File: src/rtl/l2_if_pkg.sv
// l2_if_pkg: shared types for the L2 responder.
//   l2_req_t   : request record {rw, addr, wdata} at the default widths.
//   l2_state_e : responder FSM state encodings.
//   RW_READ/RW_WB : values of the L1 rw_l2 line.
package l2_if_pkg;

  localparam int unsigned L2_ADDR_W = 32;
  localparam int unsigned L2_LINE_W = 256;

  localparam logic RW_READ = 1'b0;
  localparam logic RW_WB   = 1'b1;

  typedef enum logic [1:0] {
    ST_IDLE    = 2'd0,
    ST_ISSUE   = 2'd1,
    ST_RESPOND = 2'd2
  } l2_state_e;

  typedef struct packed {
    logic                 rw;
    logic [L2_ADDR_W-1:0] addr;
    logic [L2_LINE_W-1:0] wdata;
  } l2_req_t;

endpackage

File: src/rtl/l2_req_fifo.sv
// l2_req_fifo: show-ahead synchronous FIFO holding queued L1 requests.
// Ports:
//   clock, reset (async, active-low)
//   push / wr_data : enqueue (ignored when full)
//   pop            : dequeue head (ignored when empty)
//   rd_data        : current head entry
//   full, empty, count : occupancy status; count is clog2(DEPTH)+1 bits
// Pointers wrap modulo DEPTH (DEPTH must be a power of 2, >= 2).
module l2_req_fifo #(
  parameter int unsigned WIDTH = 8,
  parameter int unsigned DEPTH = 4
) (
  input  logic                     clock,
  input  logic                     reset,
  input  logic                     push,
  input  logic [WIDTH-1:0]         wr_data,
  input  logic                     pop,
  output logic [WIDTH-1:0]         rd_data,
  output logic                     full,
  output logic                     empty,
  output logic [$clog2(DEPTH):0]   count
);

  localparam int unsigned PTR_W = $clog2(DEPTH);
  localparam int unsigned CNT_W = PTR_W + 1;

  logic [WIDTH-1:0] mem_q [DEPTH];
  logic [PTR_W-1:0] wr_ptr_q, wr_ptr_d;
  logic [PTR_W-1:0] rd_ptr_q, rd_ptr_d;
  logic [CNT_W-1:0] count_q, count_d;
  logic             do_push, do_pop;

  assign full    = (count_q == CNT_W'(DEPTH));
  assign empty   = (count_q == '0);
  assign count   = count_q;
  assign rd_data = mem_q[rd_ptr_q];

  always_comb begin
    do_push  = push & ~full;
    do_pop   = pop & ~empty;
    wr_ptr_d = wr_ptr_q + PTR_W'(do_push);
    rd_ptr_d = rd_ptr_q + PTR_W'(do_pop);
    count_d  = count_q + CNT_W'(do_push) - CNT_W'(do_pop);
  end

  always_ff @(posedge clock or negedge reset) begin
    if (!reset) begin
      wr_ptr_q <= '0;
      rd_ptr_q <= '0;
      count_q  <= '0;
    end else begin
      wr_ptr_q <= wr_ptr_d;
      rd_ptr_q <= rd_ptr_d;
      count_q  <= count_d;
    end
  end

  // Storage carries no reset; validity is tracked by the pointers.
  always_ff @(posedge clock) begin
    if (do_push) mem_q[wr_ptr_q] <= wr_data;
  end

endmodule

File: src/rtl/l2_responder_fsm.sv
// l2_responder_fsm: L2-side responder for the L1 miss interface.
// Queues L1 line reads and dirty writebacks in order, services them one at a
// time on the backing memory port, and returns read fills with a one-cycle
// done_l2 pulse. stall_l2 is registered and back-pressures L1 when full.
// Ports:
//   clock, reset (async, active-low)
//   L1 side : valid_l2, rw_l2, addr_l2, wdata_l2 -> stall_l2, done_l2,
//             done_addr, rdata_l2
//   Memory  : mem_req, mem_we, mem_addr, mem_wdata -> mem_ack, mem_rdata
// Build option L2_WB_FORWARD_EN: a read whose address matches the most
// recently completed writeback is answered from that writeback's data
// without a memory access.
module l2_responder_fsm
  import l2_if_pkg::*;
#(
  parameter int unsigned ADDR_W = 32,
  parameter int unsigned LINE_W = 256,
  parameter int unsigned QDEPTH = 4
) (
  input  logic              clock,
  input  logic              reset,
  input  logic              valid_l2,
  input  logic              rw_l2,
  input  logic [ADDR_W-1:0] addr_l2,
  input  logic [LINE_W-1:0] wdata_l2,
  output logic              stall_l2,
  output logic              done_l2,
  output logic [ADDR_W-1:0] done_addr,
  output logic [LINE_W-1:0] rdata_l2,
  output logic              mem_req,
  output logic              mem_we,
  output logic [ADDR_W-1:0] mem_addr,
  output logic [LINE_W-1:0] mem_wdata,
  input  logic              mem_ack,
  input  logic [LINE_W-1:0] mem_rdata
);

  localparam int unsigned REQ_W = 1 + ADDR_W + LINE_W;
  localparam int unsigned CNT_W = $clog2(QDEPTH) + 1;

  l2_state_e         state_q, state_d;
  logic              stall_q, stall_d;
  logic [LINE_W-1:0] rdata_q, rdata_d;
  logic [ADDR_W-1:0] done_addr_q, done_addr_d;

  logic              push, pop;
  logic              fifo_full, fifo_empty;
  logic [CNT_W-1:0]  fifo_count, count_next;
  logic [REQ_W-1:0]  head;
  logic              head_rw;
  logic [ADDR_W-1:0] head_addr;
  logic [LINE_W-1:0] head_wdata;
  logic              fwd_hit;
  logic [LINE_W-1:0] fwd_data;

  assign push       = valid_l2 & ~stall_q & ~fifo_full;
  assign head_rw    = head[REQ_W-1];
  assign head_addr  = head[LINE_W +: ADDR_W];
  assign head_wdata = head[LINE_W-1:0];
  assign stall_l2   = stall_q;

  l2_req_fifo #(
    .WIDTH (REQ_W),
    .DEPTH (QDEPTH)
  ) u_fifo (
    .clock   (clock),
    .reset   (reset),
    .push    (push),
    .wr_data ({rw_l2, addr_l2, wdata_l2}),
    .pop     (pop),
    .rd_data (head),
    .full    (fifo_full),
    .empty   (fifo_empty),
    .count   (fifo_count)
  );

`ifdef L2_WB_FORWARD_EN
  logic              fwd_vld_q, fwd_vld_d;
  logic [ADDR_W-1:0] fwd_addr_q, fwd_addr_d;
  logic [LINE_W-1:0] fwd_data_q, fwd_data_d;

  assign fwd_hit  = fwd_vld_q & (head_rw == RW_READ) & (head_addr == fwd_addr_q);
  assign fwd_data = fwd_data_q;

  // Remember the newest writeback as it retires; later writebacks overwrite it.
  always_comb begin
    fwd_vld_d  = fwd_vld_q;
    fwd_addr_d = fwd_addr_q;
    fwd_data_d = fwd_data_q;
    if (pop && head_rw == RW_WB) begin
      fwd_vld_d  = 1'b1;
      fwd_addr_d = head_addr;
      fwd_data_d = head_wdata;
    end
  end

  always_ff @(posedge clock or negedge reset) begin
    if (!reset) fwd_vld_q <= 1'b0;
    else        fwd_vld_q <= fwd_vld_d;
  end

  always_ff @(posedge clock) begin
    fwd_addr_q <= fwd_addr_d;
    fwd_data_q <= fwd_data_d;
  end
`else
  assign fwd_hit  = 1'b0;
  assign fwd_data = '0;
`endif

  // Outputs are decoded from the state so an async reset or an illegal
  // encoding forces every output low immediately.
  always_comb begin
    state_d     = state_q;
    rdata_d     = rdata_q;
    done_addr_d = done_addr_q;
    pop         = 1'b0;
    mem_req     = 1'b0;
    mem_we      = 1'b0;
    mem_addr    = '0;
    mem_wdata   = '0;
    done_l2     = 1'b0;
    done_addr   = '0;
    rdata_l2    = '0;
    case (state_q)
      ST_IDLE: begin
        if (!fifo_empty) state_d = ST_ISSUE;
      end
      ST_ISSUE: begin
        if (!fwd_hit) begin
          mem_req   = 1'b1;
          mem_we    = head_rw;
          mem_addr  = head_addr;
          mem_wdata = head_wdata;
        end
        if (fwd_hit || mem_ack) begin
          pop = 1'b1;
          if (head_rw == RW_READ) begin
            state_d     = ST_RESPOND;
            rdata_d     = fwd_hit ? fwd_data : mem_rdata;
            done_addr_d = head_addr;
          end else begin
            state_d = ST_IDLE;
          end
        end
      end
      ST_RESPOND: begin
        done_l2   = 1'b1;
        done_addr = done_addr_q;
        rdata_l2  = rdata_q;
        state_d   = ST_IDLE;
      end
      default: state_d = ST_IDLE;
    endcase
  end

  // Stall reflects occupancy after the coming edge, so it rises with the
  // filling accept and falls the cycle after a pop frees a slot.
  always_comb begin
    count_next = fifo_count + CNT_W'(push) - CNT_W'(pop);
    stall_d    = (count_next == CNT_W'(QDEPTH));
  end

  always_ff @(posedge clock or negedge reset) begin
    if (!reset) begin
      state_q <= ST_IDLE;
      stall_q <= 1'b0;
    end else begin
      state_q <= state_d;
      stall_q <= stall_d;
    end
  end

  // Fill data registers are only visible through RESPOND, so they need no reset.
  always_ff @(posedge clock) begin
    rdata_q     <= rdata_d;
    done_addr_q <= done_addr_d;
  end

endmodule

File: config.mk
export PLATFORM = sky130hd
export DESIGN_NAME = l2_responder_fsm
export DESIGN_NICKNAME = d
export VERILOG_FILES = /design/src/rtl/l2_if_pkg.sv /design/src/rtl/l2_req_fifo.sv /design/src/rtl/l2_responder_fsm.sv
export SDC_FILE = /design/constraint.sdc
export NUM_CORES = 1
export LEC_CHECK = 0
export CAP_MARGIN = 20
export CORE_AREA = 2 2 438 440
export CTS_CLUSTER_DIAMETER = 40
export DETAILED_ROUTE_END_ITERATION = 10
export DIE_AREA = 0 0 440 442
export PLACE_DENSITY_LB_ADDON = 0.12
export SKIP_CTS_REPAIR_TIMING = 1
export SLEW_MARGIN = 20
export SYNTH_ARGS = -nofsm -noshare
export SYNTH_HDL_FRONTEND = slang
export SYNTH_SLANG_ARGS = --single-unit
File: constraint.sdc
create_clock -name clock -period 68.7 [get_ports clock]
set_clock_uncertainty 0.15 [all_clocks]
set_input_delay 13.74 -clock clock [delete_from_list [all_inputs] [get_ports clock]]
set_output_delay 13.74 -clock clock [all_outputs]
set_load 0.01 [all_outputs]
* After elaboration in Yosys (flattened, before gate mapping)
Memories as Yosys holds them, arrays and structs flattened.
Index checks and enable logic that the tools add are counted.
** Word-level totals
- Register bits :: 298
- Memory bits (writable) :: 1156
- Bits of input ports :: 549
- Output and inout port bits :: 580
- Logic and storage cells :: 47
- Memories kept :: 1
** Operators by class
- Add/sub/neg operators :: 6
- Eq/ne operators :: 6
- Muxes and demuxes :: 15
- Bitwise logic cells :: 8
- Reduce and logical (&&, ||, !) cells :: 4
** Memory list
- u_fifo.mem_q :: words 4, width 289, rd ports 1, clocked after memory_dff 0, wr ports 1, line l2_req_fifo.sv:27 : logic [WIDTH-1:0] mem_q [DEPTH];
** Operators with widths (number)
- $mux 256 :: 2
- $mux 32 :: 2
- $mux 1 :: 7
- $add 3x1->3 :: 2
- $eq 3x3->1 const B :: 2
- $mux 2 :: 3
- $sub 3x1->3 :: 2
- $add 2x1->2 :: 2
- $and 1x1->1 :: 4
- $ne 2x2->1 const B :: 2
- $not 1->1 :: 4
- $pmux 2 s2 :: 1
- $logic_not 3->1 :: 1
- $reduce_and 3->1 :: 1
- $eq 2x1->1 const B :: 1
- $eq 2x2->1 const B :: 1
- $logic_not 2->1 :: 1
- $reduce_and 2->1 :: 1

* Logic depth before layout (Yosys ltp)
- Depth after elaboration :: 6
- Depth in mapped cells :: 8
- Depth with buffers taken out :: 8

* Modules after synthesis
A second synthesis with hierarchy kept.
** Second synthesis, totals
- Cell total of the unflattened synthesis :: 2492
- Area total of the unflattened synthesis :: 55216.7 µm²
** Modules (own cells, without submodules)
- l2_req_fifo :: instances 1, cells an instance 1543, area an instance 42401.9 µm², seq. area each 34888.5 µm²
- l2_responder_fsm :: instances 1, cells an instance 949, area an instance 12814.8 µm², seq. area each 8723.4 µm²

* Least setup slack after synthesis
OpenSTA, ideal clock, no wires.
- Path kind :: in2reg
- From :: input valid_l2
- To :: memory u_fifo.mem_q[1][0] (netlist bit) (enable)
- Setup time :: 1.353 ns
- Data arrival time :: 34.863 ns
- Required time :: 67.197 ns
- Path slack :: 32.335 ns
- Stages :: 3
- Buffers on the path :: 0
- Cell sequence :: inv_1 a211o_1 nor3b_1
** On the way
- Cells in the longest elaborated chain, start to end :: 5
** Ends and longest elaborated chain
- start: declaration :: line l2_responder_fsm.sv:22 : input logic valid_l2,
- $and 1x1->1 (2 in series) :: line l2_responder_fsm.sv:56 : assign push = valid_l2 & ~stall_q & ~fifo_full;
- $and 1x1->1 :: line l2_req_fifo.sv:39 : do_push = push & ~full;
- $mux 1 :: line l2_req_fifo.sv:60 : if (do_push) mem_q[wr_ptr_q] <= wr_data;
- $mux 1 (implied by the code) :: line l2_req_fifo.sv:60
- end: declaration :: line l2_req_fifo.sv:27
Every way passes these cells.

* Worst setup path after layout
- From :: register u_fifo.rd_ptr_q[0]
- To :: output mem_wdata[111]
** On the way
- Cells in the longest elaborated chain, start to end :: 2
** Ends and longest elaborated chain
- start: declaration :: line l2_req_fifo.sv:29 : logic [PTR_W-1:0] rd_ptr_q, rd_ptr_d;
- start signal: assignment :: line l2_req_fifo.sv:53 : rd_ptr_q <= rd_ptr_d;
- $mem_v2 4x289
- $mux 256 :: line l2_responder_fsm.sv:125 : case (state_q)
- end: declaration :: line l2_responder_fsm.sv:33 : output logic [LINE_W-1:0] mem_wdata,
Every way passes these cells.

==> impl_metrics.json <==
{
  "netlist_area_mm2": 0.0555,
  "fin_setup_tns_ps": 0,
  "final_cells": 6511,
  "final_cell_mix": "1444 x edfxtp_1, 1128 x clkdlybuf4s50_1, 577 x and2_1, 233 x clkbuf_16, 183 x mux4_1",
  "grt.met1_usage": 0.215,
  "first_iter_violations": 2106,
  "synth.distinct_cells": 29,
  "setup_viol": 0,
  "max_freq_ghz": 0.0529,
  "busiest_layer": "met2",
  "crit_path_top_delay_cell": "dfrtp_4",
  "nets": 4304,
  "final_common_cell": "edfxtp_1",
  "die_area_mm2": 0.194,
  "antenna_found_initial": 87,
  "ir_drop_v": 0.0000297,
  "tritoncts": "done",
  "worstMarginPinSlew_ps": 1090,
  "initial_core_util": 0.293,
  "reg2reg_from": "u_fifo.rd_ptr_q[0]",
  "yosysSeqAreaShare": 0.786,
  "ys_warn_count": 0,
  "design.core.area_mm2": 0.190,
  "critPathTopFamily": "buffers and inverters",
  "min_from": "state_q[1]",
  "wl_per_cell_um": 29.0,
  "grt_pass1_wl_um": 252000,
  "crit_arrival_ps": 5000,
  "status": "finished, final reports clean",
  "hp-class": "reg2reg",
  "powerDensity_mw_per_mm2": 44.6,
  "port_buffers": 1128,
  "leakage_nw": 26.0,
  "grt.total_usage": 0.188,
  "ys_ff_latch": 1454,
  "postSynthCellCount": 2486,
  "grtUsageMet2": 0.329,
  "grt_max_degree": 154,
  "synthToLayoutAreaGrowth_pct": 40.4,
  "detail_route.first_pass.iterations": 5,
  "syn_avg_cell_area_um2": 22.3,
  "cp-start-kind": "flip-flop",
  "criticalPathCategory": "reg2out",
  "slew_violations": 0,
  "cts.sinks": 1454,
  "min_period_ps": 18890,
  "slew_headroom": 0.271,
  "slowest_delay_ps": 1070,
  "ios": 1129,
  "layout-drive-gt1-share": 0.137,
  "placed_cells": 6026,
  "gp_congestion": 0.943,
  "cp_max_fo": 106,
  "finalCritPeriodShare": 0.275,
  "clock-root-buffer": "clkbuf_16",
  "grt_pass1_vias": 30071,
  "path_clk_slew_ps": 50,
  "rsz0062_at_grt": "false",
  "cp.buffers_inverters": 3,
  "dp_hpwl_um": 129000,
  "ctsLongestPathBuffers": 3,
  "hold_viol": 0,
  "critPathRequiredTime_ps": 54810,
  "die_w_um": 440,
  "fillers": 17008,
  "ant_nets": 0,
  "synth_nets": 3040,
  "wl_um": 189000,
  "path_cells": "buf_4 > buf_12 > mux4_1 > and2_1 > clkdlybuf4s50_1",
  "end_kind": "output pin",
  "worstSetupStartpoint": "u_fifo.rd_ptr_q[0]",
  "drv_cap": 0,
  "numCtsBuffers": 233,
  "vias": 29784,
  "clock_latency_ps": 840,
  "drc_errors": 0,
  "die_h_um": 442,
  "use_met3": 0.0618,
  "htree_levels": 4,
  "rows": 160,
  "grt_overflow": 0,
  "viasPerCell": 4.57
}
-- final timing paths --
| path | to | slack, ps | depth (start not counted) |
|---|---|---|---|
| worst min-delay path | state_q[0] | 380 | 1 |
| max in group asynchronous | u_fifo.rd_ptr_q[0] | 54790 | 1 |
| worst max register to register | done_addr_q[31] | 63660 | 5 |
| worst min register to register | state_q[0] | 380 | 1 |
| worst max-delay path | mem_wdata[111] | 49810 | 5 |
| min in group asynchronous | u_fifo.rd_ptr_q[1] | 13130 | 1 |
-- layout make-up --
cell class / instances / area [µm²] / area share
clock inverter: 190 / 2380 / 0.0305
sequential: 1454 / 43600 / 0.560
timing repair buffer: 1158 / 11600 / 0.149
multi-input combinational: 899 / 11100 / 0.143
inverter: 4 / 15.0 / 0.000193
antenna: 46 / 115 / 0.00148
clock buffer: 249 / 5890 / 0.0756
tap: 2511 / 3140 / 0.0403
-- logic make-up (layout without fill, tap and decap cells) --
logic type               after synthesis  in the layout  synth area share
adder cells (fa/ha/maj)                5              5           0.00140
AND/OR/NAND/NOR                      595            595            0.0668
multiplexers                         289            289             0.130
AO/OA/AOI/OAI                          3              3          0.000383
other                                  0             46                 0
flip-flops                          1454           1454             0.786
buffers and inverters                133           1601            0.0142
XOR/XNOR                               7              7           0.00111
-- Yosys cell counts --
master	instances	area (µm²)
fa_1	2	40.0
nor2_1	5	18.8
o21ai_0	1	5.00
nand2_1	2	7.51
nor2b_1	2	12.5
buf_2	17	85.1
buf_12	2	40.0
mux4_2	106	2390
nand4_1	1	6.26
xor2_1	2	17.5
buf_1	12	45.0
mux4_1	183	4810
and2_1	577	3610
nor3b_1	3	22.5
nand3b_1	1	7.51
dfrtp_1	10	250
a211oi_1	1	7.51
nor3_1	1	5.00
xnor2_1	5	43.8
buf_8	1	15.0
clkbuf_1	67	251
edfxtp_1	1444	43400
and3_1	1	6.26
buf_6	30	338
inv_1	4	15.0
or3_1	1	6.26
a211o_1	1	8.76
nand3_1	1	5.00
ha_1	3	37.5
-- sequential cells by signal, indices dropped and copies added, names as in the netlist --
register and flops:
state_q 2, u_fifo.wr_ptr_q 2, u_fifo.rd_ptr_q 2, u_fifo.mem_q 1156, done_addr_q 32, stall_l2 1, u_fifo.count 3, rdata_q 256
-- per-stage QoR --
stage	setup WS, ps	utilization	hold slack (ps)	power (W)	area (µm²)
after global routing	49490	0.411	419	0.00362	77900
after detailed placement	50520	0.367	366	0.00231	69500
after global placement	50520	0.367	364	0.00231	69500
final	49810	0.411	383	0.00347	77900
after CTS	49600	0.410	383	0.00354	77800
after floorplan	32330	-	282	0.00185	55500
-- power by group --
part	internal, W	leakage (nW)	switching, W
Clock	0.000770	3.98	0.000446
Combinational	0.000485	8.73	0.000524
Sequential	0.00118	13.3	0.0000651
Total	0.00244	26.0	0.00104
-- routing by layer --
metal  wire (µm)  part of all wire
met5         287            0.0015
met4        5700             0.030
met3       15100             0.080
met2       97300              0.51
met1       70600              0.37
(Power assumes the default switching activity.)
